`src/rtl/mem_arb_pkg.sv`:
```
// mem_arb_pkg: shared owner encoding and default geometry for the memory arbiter
package mem_arb_pkg;
  localparam int AW_DEF = 6;
  localparam int DW_DEF = 64;
  typedef enum logic [1:0] {OWN_NONE, OWN_IF, OWN_D} owner_e;
endpackage

```
`src/rtl/arb_pick.sv`:
```
// arb_pick: two-request picker; req_a wins conflicts unless prefer_b is set
module arb_pick (
  input  logic req_a,
  input  logic req_b,
  input  logic conflict,
  input  logic prefer_b,
  output logic gnt_a,
  output logic gnt_b
);
  assign gnt_a = req_a & ~(conflict & prefer_b);
  assign gnt_b = req_b & ~(conflict & ~prefer_b);
endmodule

```
`src/rtl/mem_arbiter.sv`:
```
// mem_arbiter: fetch/data port arbiter onto one single-cycle-latency memory
// ARB_ROUND_ROBIN_EN selects alternating conflict winner; default is data-port priority
module mem_arbiter
  import mem_arb_pkg::*;
#(
  parameter int AW = AW_DEF,
  parameter int DW = DW_DEF
) (
  input  logic          clk,
  input  logic          reset,
  input  logic          if_req,
  input  logic [AW-1:0] if_addr,
  output logic          if_gnt,
  output logic          if_rvalid,
  output logic [DW-1:0] if_rdata,
  input  logic          d_req,
  input  logic          d_we,
  input  logic [AW-1:0] d_addr,
  input  logic [DW-1:0] d_wdata,
  output logic          d_gnt,
  output logic          d_rvalid,
  output logic [DW-1:0] d_rdata,
  output logic          mem_en,
  output logic          mem_we,
  output logic [AW-1:0] mem_addr,
  output logic [DW-1:0] mem_wdata,
  input  logic [DW-1:0] mem_rdata,
  output logic          stall
);
  logic          if_req_v, d_req_v, conflict, prefer_if;
  owner_e        owner_q, owner_d;
  logic [DW-1:0] if_rdata_q, d_rdata_q;
  assign if_req_v = if_req & ~reset;
  assign d_req_v  = d_req & ~reset;
  assign conflict = if_req_v & d_req_v;
  arb_pick u_pick (
    .req_a    (d_req_v),
    .req_b    (if_req_v),
    .conflict (conflict),
    .prefer_b (prefer_if),
    .gnt_a    (d_gnt),
    .gnt_b    (if_gnt)
  );
`ifdef ARB_ROUND_ROBIN_EN
  logic last_d_q;
  always_ff @(posedge clk) begin
    if (reset) last_d_q <= 1'b0;
    else if (conflict) last_d_q <= d_gnt;
  end
  assign prefer_if = last_d_q;
`else
  assign prefer_if = 1'b0;
`endif
  assign mem_en    = if_gnt | d_gnt;
  assign mem_we    = d_gnt & d_we;
  assign mem_addr  = d_gnt ? d_addr : if_gnt ? if_addr : '0;
  assign mem_wdata = mem_we ? d_wdata : '0;
  assign stall     = (if_req_v & ~if_gnt) | (d_req_v & ~d_gnt);
  assign owner_d   = if_gnt ? OWN_IF : (d_gnt & ~d_we) ? OWN_D : OWN_NONE;
  // Owner is cleared by reset, so a read in flight at reset never returns
  assign if_rvalid = ~reset & (owner_q == OWN_IF);
  assign d_rvalid  = ~reset & (owner_q == OWN_D);
  assign if_rdata  = reset ? '0 : if_rvalid ? mem_rdata : if_rdata_q;
  assign d_rdata   = reset ? '0 : d_rvalid ? mem_rdata : d_rdata_q;
  always_ff @(posedge clk) begin
    if (reset) begin
      owner_q    <= OWN_NONE;
      if_rdata_q <= '0;
      d_rdata_q  <= '0;
    end else begin
      owner_q <= owner_d;
      if (if_rvalid) if_rdata_q <= mem_rdata;
      if (d_rvalid) d_rdata_q <= mem_rdata;
    end
  end
endmodule

```
`config.mk`:
```
export PLATFORM = sky130hd
export DESIGN_NAME = mem_arbiter
export DESIGN_NICKNAME = d
export VERILOG_FILES = /design/src/rtl/mem_arb_pkg.sv /design/src/rtl/arb_pick.sv /design/src/rtl/mem_arbiter.sv
export SDC_FILE = /design/constraint.sdc
export NUM_CORES = 1
export LEC_CHECK = 0
export BUFFER_PORTS_ARGS = -buffer_cell sky130_fd_sc_hd__clkbuf_2
export CAP_MARGIN = 15
export CORE_AREA = 2 2 137 139
export CTS_CLUSTER_SIZE = 30
export DETAILED_ROUTE_END_ITERATION = 12
export DIE_AREA = 0 0 139 141
export GPL_TIMING_DRIVEN = 0
export PLACE_DENSITY_LB_ADDON = 0.1
export SYNTH_ARGS = -nofsm -noshare
export SYNTH_HDL_FRONTEND = slang
export SYNTH_SLANG_ARGS = --single-unit
```
`constraint.sdc`:
```
create_clock -name clk -period 1.5 [get_ports clk]
set_input_delay 0.225 -clock clk [delete_from_list [all_inputs] [get_ports clk]]
set_output_delay 0.225 -clock clk [all_outputs]
set_load 0.005 [all_outputs]
```
After elaboration in Yosys (flattened, before gate mapping):

Index checks and enable logic that the tools add are counted.

* logic and storage cells: 30
* flip-flop bits (word level): 130

* bitwise gates (word level): 14
* equal/unequal tests: 2
* reductions and logical operators: 1
* mux-type cells: 9

Operators with widths (count)
* 2-to-1 mux 64 bit: 5
* 2-to-1 mux 6 bit: 2
* AND 1 bit: 9
* NOT 1 bit: 4
* == test 2 x 1 -> 1 bit (second input constant): 1
* == test 2 bit (second input constant): 1
* 2-to-1 mux 2 bit: 1
* OR reduction 2 bit: 1
* 2-to-1 mux 1 bit: 1
* OR 1 bit: 1

Longest topological paths before layout:

Gate-level depths: netlist of run 1.

* word-level depth: 7
* gate-level depth with buffers: 5
* mapped depth without buffers: 2

Hierarchy:

A second synthesis of run 1 with hierarchy kept.

* cell total of the unflattened synthesis: 591
* area total of the unflattened synthesis: 6069.6 sq um

By module, submodules not included
* mem_arbiter: cells an instance 588, sequential area each 2602.5 sq um, times used 1, area each 6050.8 sq um
* arb_pick: cells an instance 3, sequential area each 0.0 sq um, times used 1, area each 18.8 sq um

Least setup slack after synthesis of run 1:

OpenSTA, ideal clock, no wires.

* path kind: flip-flop to output port
* start point: register owner_q[1]
* end point: output port if_rdata[14]
* path buffers: 2
* arrival time: 1.097 ns
* setup slack: 0.178 ns
* cell stages (with the launch flop): 5
* cell sequence: dfxtp_1 -> nand2b_1 -> buf_2 -> buf_4 -> mux2i_1

* word-level cells in the longest chain between the ends: 4

RTL lines
* from (decl): line mem_arbiter.sv:31 `owner_e owner_q, owner_d;`
* from (signal assigned): line mem_arbiter.sv:71 `owner_q <= owner_d;`
* == test 2 x 1 -> 1 bit: line mem_arbiter.sv:61 `assign if_rvalid = ~reset & (owner_q == OWN_IF);`
* AND 1 bit: line mem_arbiter.sv:61
* 2-to-1 mux 64 bit
* 2-to-1 mux 64 bit: line mem_arbiter.sv:63 `assign if_rdata = reset ? '0 : if_rvalid ? mem_rdata : if_rdata_q;`
* to (decl): line mem_arbiter.sv:15 `output logic [DW-1:0] if_rdata,`

No other way between the ends.

Worst setup path in the final report of run 1:

* start point: register owner_q[1]
* end point: output port d_rdata[26]

* word-level cells in the longest chain between the ends: 4

RTL lines
* == test 2 bit: line mem_arbiter.sv:62 `assign d_rvalid = ~reset & (owner_q == OWN_D);`
* AND 1 bit: line mem_arbiter.sv:62
* 2-to-1 mux 64 bit
* 2-to-1 mux 64 bit: line mem_arbiter.sv:64 `assign d_rdata = reset ? '0 : d_rvalid ? mem_rdata : d_rdata_q;`
* to (decl): line mem_arbiter.sv:22 `output logic [DW-1:0] d_rdata,`

No other way between the ends.

==> flow_metrics.py, run 1 <==
metrics = {
    "final_layout": {
        "multi_input_area_mm2": 0.00364,
        "fin_area_mm2": 0.00968,
        "fillers": 1730,
        "layout_commonest_cell": "clkbuf_2",
        "area_growth_pct": 65.1,
        "drive_gt1_share_pct": 53.6,
        "ff_latch_area_mm2": 0.00261,
        "final_cell_mix": "clkbuf_2, nand2b_1, dfxtp_1",
        "fin_cells": 1230,
        "nets": 1127,
    },
    "clock_tree": {
        "h-tree-depth": 4,
        "clock-sinks": 130,
        "clk_latency_ps": 430,
        "cts_buffer_depth": 2,
        "cts.clk_slew.worst_paths_ps": 60,
        "cts-root-buf": "clkbuf_16",
        "numCtsBuffers": 17,
        "cts_tree": "done",
    },
    "synthesis": {
        "syn-num-nets": 724,
        "avgSynthCellArea_um2": 10.1,
        "ys_ff_latch": 130,
        "synth_cell_types": 13,
        "synthCells": 579,
        "synth_warnings": 0,
        "ys_seq_area_share_pct": 44.4,
        "synth_area_mm2": 0.00587,
    },
    "die": {
        "row_count": 50,
        "initial_core_util_pct": 32.1,
        "die_h_um": 141,
        "die-width_um": 139,
        "io_pins": 350,
        "core-area_mm2": 0.0183,
        "die_area_mm2": 0.0196,
    },
    "critical_path": {
        "reg2reg_slack_ps": 120,
        "crit_end": "d_rdata[26]",
        "r2r_end": "d_rdata_q[19]$_DFF_P_",
        "r2r_cells": 7,
        "crit_fanout": 10,
        "critical_path.startpoint": "owner_q[1]$_SDFF_PP0_",
        "r2r_start": "owner_q[1]$_SDFF_PP0_",
        "end_kind": "primary output",
        "critical_path_class": "flip-flop to primary output",
        "critPathLaunchType": "flip-flop",
        "cp.arrival_ps": 1730,
        "worstPathRequired_ps": 1270,
    },
    "route": {
        "drt-total-wl_um": 21500,
        "via_per_inst": 4.40,
        "ant_nets": 0,
        "vias": 5410,
        "initialDrtViolationCount": 161,
        "wire_per_inst_um": 17.5,
        "dr.pass1.iters": 4,
        "drcViolationCount": 0,
    },
    "sta": {
        "fmax_mhz": 511,
        "clock_skew_ps": 13.2,
        "worst_pin_slew_ps": 479,
        "maxSlewHeadroom_pct": 68.0,
        "hold_ws_ps": 95.7,
        "finalHoldViolations": 0,
        "setup_viol": 129,
        "final_max_slew_viol_count": 0,
        "fin_tns_setup_ps": -51970,
        "rsz0062_at_grt": "true",
        "post-route-worst-setup-slack_ps": -459,
        "min_period_ps": 1960,
        "finalCritPeriodShare_pct": 131,
    },
    "grt": {
        "grt_start_max_net_pins": 17,
        "track_usage_pct": 21.1,
        "gr-total-overflow": 0,
        "antenna_found_initial": 1,
        "grt_first_pass_wirelength_um": 31200,
        "grt_pass1_vias": 5327,
    },
    "placement": {
        "port-buffer-count": 347,
        "dpl.cell_count": 1160,
        "hpwl_um": 16100,
        "placed_cell_area_mm2": 0.00790,
        "dp_slack_ps": -369,
        "place.gp.congestion": 0.889,
    },
    "run": {
        "max_cap_violations": 0,
    },
    "run_status": {
        "run_status": "finished, violations left",
        "failed_checks": "setup timing",
    },
    "hold_path": {
        "holdCritPathClass": "primary input to flip-flop",
    },
    "pwr": {
        "power.leakage_nw": 4.59,
        "power_density_mw_per_mm2": 951,
        "peakVddDrop_v": 0.000742,
    },
}
## through the flow
| step | utilization (%) | power [mW] |
|---|---|---|
| final | 53.0 | 9.21 |
| after global routing | 53.0 | 9.55 |
| after CTS | 50.2 | 9.18 |
| after detailed placement | 43.2 | 4.69 |
| after global placement | 43.2 | 4.69 |
| after floorplan | - | 4.17 |
## layer usage
layer  up-vias  track usage, %  wire, µm
met1      2490            26.2      9260
met5         -               0         0
met4         0            8.19       516
met3        33            7.20      1560
met2       199            33.9     10200
li1       2688               -         -
## cell families (layout without fill, tap and decap cells)
| group | after synthesis | in the layout | share of synthesized area, % |
|---|---|---|---|
| other cells | 0 | 1 | 0 |
| simple gates | 270 | 270 | 28.6 |
| compound gates | 6 | 6 | 1.02 |
| buf+inv | 45 | 461 | 4.14 |
| mux | 128 | 128 | 21.8 |
| flops | 130 | 130 | 44.4 |
## registers in the layout (all words and copies together) (netlist names)
| register | count |
|---|---|
| owner_q | 2 |
| if_rdata_q | 64 |
| d_rdata_q | 64 |
## cell type report
| class | count | area share [%] |
|---|---|---|
| diodes | 1 | 0.0258 |
| plain buffers | 45 | 4.28 |
| flip-flops and latches | 130 | 26.9 |
| clock buffers | 19 | 4.47 |
| multi-input cells | 404 | 37.6 |
| well taps | 234 | 3.02 |
| repair buffers | 384 | 21.9 |
| clock inverters | 13 | 1.83 |
## how the worst min path moves through the flow
stage	end	depth (start not counted)	slack (ps)	start
CTS	if_rdata_q[29]$_DFF_P_	3	70	mem_rdata[29]
global route	if_rdata_q[34]$_DFF_P_	3	110	mem_rdata[34]
detailed placement	owner_q[1]$_SDFF_PP0_	2	410	d_we
floorplan	owner_q[1]$_SDFF_PP0_	1	300	d_we
finish	if_rdata_q[39]$_DFF_P_	3	100	mem_rdata[39]
global placement	owner_q[1]$_SDFF_PP0_	2	420	d_we
## power by group
| group | switching, mW | leakage, nW | internal, mW |
|---|---|---|---|
| clock | 1.68 | 0.291 | 2.65 |
| combinational | 0.598 | 3.24 | 0.685 |
| sequential | 0.0297 | 1.06 | 3.57 |
## critical path, stage by stage, from the launching register on
cell and delay [ps]:
dfxtp_2 340, nor2b_4 140, buf_6 120, buf_12 140, buf_12 160, mux2i_2 250
clkbuf_2 160
## repair_timing
item                                    in CTS  in global routing
hold buffers                                 1                  0
cloned                                       3                  1
endpoints found under the setup margin     140                143
resized for setup                           94                113
endpoints found under the hold margin        1                  0
buffers inserted                            24                  9
## cell usage after synthesis
library cell  instances  share of area (%)
nand2b_1            194                 21
dfxtp_1             130                 44
mux2i_1             128                 22
and2_1               67                7.1
clkbuf_1             19                1.2
buf_4                12                1.5
buf_2                11               0.94
a32o_1                6                1.0
nor2_1                5               0.32
nor2b_1               3               0.32
buf_6                 2               0.38
and3b_1               1               0.15
buf_1                 1              0.064
Note: power is estimated with default switching activity, not from simulation.
==> inputs of run 2 (changes only) <==
- clock period: 1.5 -> 2 ns (I/O delays scaled with it)
==> run 2 against run 1 <==
Net effect: utilization down 0.60 points; power fell by 25%; largest cell class unchanged; largest power group unchanged; sequential cell count is the same; critical endpoint is now d_rdata[45]; sequential share of layout area grew 0.29 points; hold slack worse by 41 ps; die area did not move; sequential power down 25%; the flow still finishes with violations (setup timing); cell area is 1.1% lower; final cell count fell by 1.2%.
==> flow_metrics.py, run 2 (synthesis gave the netlist of run 1 again) <==
metrics = {
    "sta": {
        "final_max_slew_viol_count": 0,
        "min_period_ps": 2040,
        "post-route-worst-setup-slack_ps": -41.0,
        "setup_viol": 40,
        "finalCritPeriodShare_pct": 102,
        "fin_tns_setup_ps": -643,
        "clock_skew_ps": 10.3,
        "fmax_mhz": 490,
        "maxSlewHeadroom_pct": 66.1,
        "rsz0062_at_grt": "true",
        "finalHoldViolations": 0,
        "worst_pin_slew_ps": 507,
    },
    "grt": {
        "grt_start_max_net_pins": 17,
        "grt_first_pass_wirelength_um": 30800,
        "busiest_layer": "met2",
        "antenna_found_initial": 1,
        "met3_usage_pct": 6.73,
        "met1_usage_pct": 26.3,
        "use_met2_pct": 33.8,
        "gr-total-overflow": 0,
        "grt_pass1_vias": 5241,
        "track_usage_pct": 20.9,
    },
    "clock_tree": {
        "clk_latency_ps": 430,
        "h-tree-depth": 4,
        "cts_buffer_depth": 2,
        "cts.clk_slew.worst_paths_ps": 60,
        "numCtsBuffers": 17,
        "clock-sinks": 130,
        "cts-root-buf": "clkbuf_16",
        "cts_tree": "done",
        "hold_buffers": 0,
    },
    "final_layout": {
        "nets": 1112,
        "drive_gt1_share_pct": 52.2,
        "reg_top3": "d_rdata_q (64), if_rdata_q (64), owner_q (2)",
        "layout_commonest_cell": "clkbuf_2",
        "ff_latch_area_mm2": 0.00260,
        "fillers": 1727,
        "final_cell_mix": "clkbuf_2, nand2b_1, dfxtp_1",
        "multi_input_area_mm2": 0.00365,
        "post-route-util_pct": 52.4,
        "area_growth_pct": 63.2,
    },
    "critical_path": {
        "worstPathRequired_ps": 1700,
        "end_kind": "primary output",
        "critical_path_class": "flip-flop to primary output",
        "critPathLaunchType": "flip-flop",
        "cp.arrival_ps": 1740,
        "crit_fanout": 6,
        "reg2reg_slack_ps": 600,
    },
    "route": {
        "initialDrtViolationCount": 167,
        "dr.pass1.iters": 4,
        "wire_per_inst_um": 17.6,
        "vias": 5368,
        "ant_nets": 0,
        "drt-total-wl_um": 21400,
        "drcViolationCount": 0,
        "via_per_inst": 4.42,
    },
    "run": {
        "max_cap_violations": 0,
    },
    "pwr": {
        "p_seq_share_pct": 39.2,
        "pwr-share-clk_pct": 47.0,
        "power_density_mw_per_mm2": 719,
        "power.leakage_nw": 4.50,
        "intPower_mw": 5.17,
        "p_switching_mw": 1.72,
        "swShare_pct": 25.0,
        "combPwrFrac_pct": 13.8,
        "peakVddDrop_v": 0.000554,
    },
    "run_status": {
        "run_status": "finished, violations left",
        "failed_checks": "setup timing",
    },
    "placement": {
        "place.gp.congestion": 0.889,
        "port-buffer-count": 347,
        "hpwl_um": 16100,
    },
    "die": {
        "die_area_mm2": 0.0196,
        "initial_core_util_pct": 32.1,
        "die_h_um": 141,
        "io_pins": 350,
        "die-width_um": 139,
        "core-area_mm2": 0.0183,
        "row_count": 50,
    },
    "hold_path": {
        "holdCritPathClass": "primary input to flip-flop",
    },
}
run 2: metal layers:
metal | part of all wire [%] | vias to the layer above
met5 | 0 | -
met4 | 2.5 | 0
met1 | 43 | 2464
li1 | - | 2662
met2 | 47 | 212
met3 | 8.2 | 30
run 2: critical path: stages, from the launching register on:
cell and delay (ps):
dfxtp_2 340, nor2b_4 140, buf_6 130, buf_12 150, clkbuf_16 170, mux2i_1 230
clkbuf_2 150
run 2: power by group through the flow:
stage	sequential (mW)	clock, mW	combinational (mW)
after global placement	2.75	0	0.765
after detailed placement	2.76	0	0.761
final	2.70	3.24	0.948
after global routing	2.71	3.42	1.02
after CTS	2.70	3.30	0.859
after floorplan	2.75	0	0.378
run 2: cell type report:
type                       instances  area share, %
multi-input combinational        404           38.1
antenna                            1         0.0261
buffer                            45           4.19
sequential                       130           27.2
timing repair buffer             369           21.0
tap                              234           3.06
clock buffer                      19           4.52
clock inverter                    13           1.86
run 2: repair_timing:
action,in CTS,in global routing
cloned,3,1
resized for setup,76,115
setup endpoints to repair,113,126
buffers inserted,11,7
run 2: stage by stage:
step	setup WS [ps]	hold slack (ps)	instance area, µm²	power, mW	instances
after floorplan	603	372	5870	3.13	579
after global placement	4.08	466	7900	3.52	1160
after detailed placement	-19.4	473	7900	3.52	1160
after CTS	-39.6	29.7	9010	6.86	1206
after global routing	-117	46.4	9570	7.15	1215
final	-41.0	55.1	9570	6.89	1215
run 2: path summary, 6_finish.rpt:
path / end / cells after the start / startpoint
min reg2reg: d_rdata_q[32]$_DFF_P_ / 2 / d_rdata_q[32]$_DFF_P_
max: d_rdata[45] / 6 / owner_q[1]$_SDFF_PP0_
min: owner_q[1]$_SDFF_PP0_ / 2 / d_we
max reg2reg: d_rdata_q[19]$_DFF_P_ / 7 / owner_q[0]$_SDFF_PP0_
==> inputs of run 3 (changes only) <==
- SETUP_SLACK_MARGIN: unset -> 0.5
- clock period: 2 -> 2.6 ns (I/O delays scaled with it)
==> run 3 against run 2 <==
Net effect: the run now ends clean; power shrank 23%; combinational power shrank 21%; critical path depth is the same; largest cell class unchanged; highest routed layer unchanged.
==> flow_metrics.py, run 3 (synthesis gave the netlist of run 1 again) <==
metrics = {
    "grt": {
        "use_met2_pct": 33.9,
        "antenna_found_initial": 1,
        "met3_usage_pct": 6.79,
        "gr-total-overflow": 0,
        "met1_usage_pct": 25.9,
        "grt_pass1_vias": 5206,
        "busiest_layer": "met2",
        "track_usage_pct": 20.8,
        "grt_first_pass_wirelength_um": 30600,
        "grt_start_max_net_pins": 17,
    },
    "final_layout": {
        "reg_top3": "d_rdata_q (64), if_rdata_q (64), owner_q (2)",
        "nets": 1110,
        "final_cell_mix": "clkbuf_2, nand2b_1, dfxtp_1",
        "layout_commonest_cell": "clkbuf_2",
        "area_growth_pct": 66.2,
        "drive_gt1_share_pct": 52.6,
        "fillers": 1716,
    },
    "placement": {
        "place.gp.congestion": 0.889,
        "hpwl_um": 16100,
        "port-buffer-count": 347,
    },
    "clock_tree": {
        "clock-sinks": 130,
        "clk_latency_ps": 420,
        "cts.clk_slew.worst_paths_ps": 60,
        "numCtsBuffers": 17,
        "hold_buffers": 0,
        "h-tree-depth": 4,
        "cts_buffer_depth": 2,
        "cts-root-buf": "clkbuf_16",
        "cts_tree": "done",
    },
    "run": {
        "max_cap_violations": 0,
    },
    "sta": {
        "finalCritPeriodShare_pct": 82.5,
        "finalHoldViolations": 0,
        "worst_pin_slew_ps": 515,
        "min_period_ps": 2150,
        "fmax_mhz": 466,
        "setup_viol": 0,
        "clock_skew_ps": 10.4,
        "rsz0062_at_grt": "true",
        "final_max_slew_viol_count": 0,
        "fin_tns_setup_ps": 0,
        "maxSlewHeadroom_pct": 65.7,
    },
    "route": {
        "drt-total-wl_um": 21400,
        "vias": 5402,
        "dr.pass1.iters": 4,
        "drcViolationCount": 0,
        "via_per_inst": 4.45,
        "wire_per_inst_um": 17.6,
        "initialDrtViolationCount": 163,
        "ant_nets": 0,
    },
    "die": {
        "die_h_um": 141,
        "die_area_mm2": 0.0196,
        "initial_core_util_pct": 32.1,
        "die-width_um": 139,
        "core-area_mm2": 0.0183,
        "row_count": 50,
        "io_pins": 350,
    },
    "run_status": {
        "run_status": "finished, final reports clean",
    },
    "pwr": {
        "power_density_mw_per_mm2": 545,
        "peakVddDrop_v": 0.000416,
        "p_total_mw": 5.31,
        "power.leakage_nw": 4.57,
    },
    "critical_path": {
        "worstPathRequired_ps": 2210,
        "crit_fanout": 7,
        "cp.arrival_ps": 1760,
        "end_kind": "primary output",
        "critical_path_class": "flip-flop to primary output",
        "crit_family": "buffers and inverters",
        "cp_cell_sequence": "nor2b_4 -> buf_6 -> buf_12 -> clkbuf_16 -> mux2i_4 -> buf_2",
        "critPathLaunchType": "flip-flop",
        "slowest_stage": "dfxtp_2",
        "cpPeakStageDelay_ps": 330,
        "worst-path-buf-inv": 4,
    },
    "hold_path": {
        "holdCritPathClass": "primary input to flip-flop",
    },
}
==> run 3: worst reg2reg max path, delay by kind of cell, from the launching register on <==
family,cells,cell delay [ps]
buffers and inverters,5,690
multiplexers,1,180
AND/OR/NAND/NOR,1,60
flip-flops,1,390
==> run 3: worst paths after layout <==
path,startpoint,endpoint,slack [ps],cells past startpoint
worst min register to register,d_rdata_q[1]$_DFF_P_,d_rdata_q[1]$_DFF_P_,480,2
worst max register to register,owner_q[0]$_SDFF_PP0_,d_rdata_q[19]$_DFF_P_,1190,7
worst min-delay path,d_we,owner_q[1]$_SDFF_PP0_,150,2
worst max-delay path,owner_q[1]$_SDFF_PP0_,d_rdata[33],450,6
==> run 3: power by group <==
group	internal [mW]	total (mW)	switching [mW]
Sequential	2.06	2.08	0.0172
Clock	1.53	2.49	0.957
Combinational	0.399	0.752	0.353
==> run 3: per-stage QoR <==
step	utilization (%)	area (µm²)	setup WS [ps]	instances	hold WS [ps]
global placement	43.2	7900	424	1160	466
finish	53.4	9750	455	1213	151
detailed placement	43.2	7900	401	1160	473
floorplan	-	5870	1070	579	462
global route	53.4	9750	386	1213	137
CTS	49.5	9040	458	1203	120
==> run 3: area by class of cell <==
type	count	area (µm²)	share of cell area, %
multi-input combinational	404	3790	38.9
sequential	130	2600	26.7
timing repair buffer	367	2030	20.8
clock buffer	19	433	4.44
buffer	45	419	4.30
tap	234	293	3.00
clock inverter	13	178	1.82
antenna	1	2.50	0.0257
==> run 3: repair_timing <==
action                                  4_1_cts  5_1_grt
resized for setup                            88      129
buffers inserted                              9        5
pin swaps                                     0        0
gates cloned                                  2        4
endpoints found under the setup margin      123      115
==> run 3: layer usage <==
layer | up-vias | share of wire [%]
met3 | 29 | 6.9
met1 | 2503 | 43
met5 | - | 0
li1 | 2661 | -
met4 | 0 | 2.1
met2 | 209 | 48
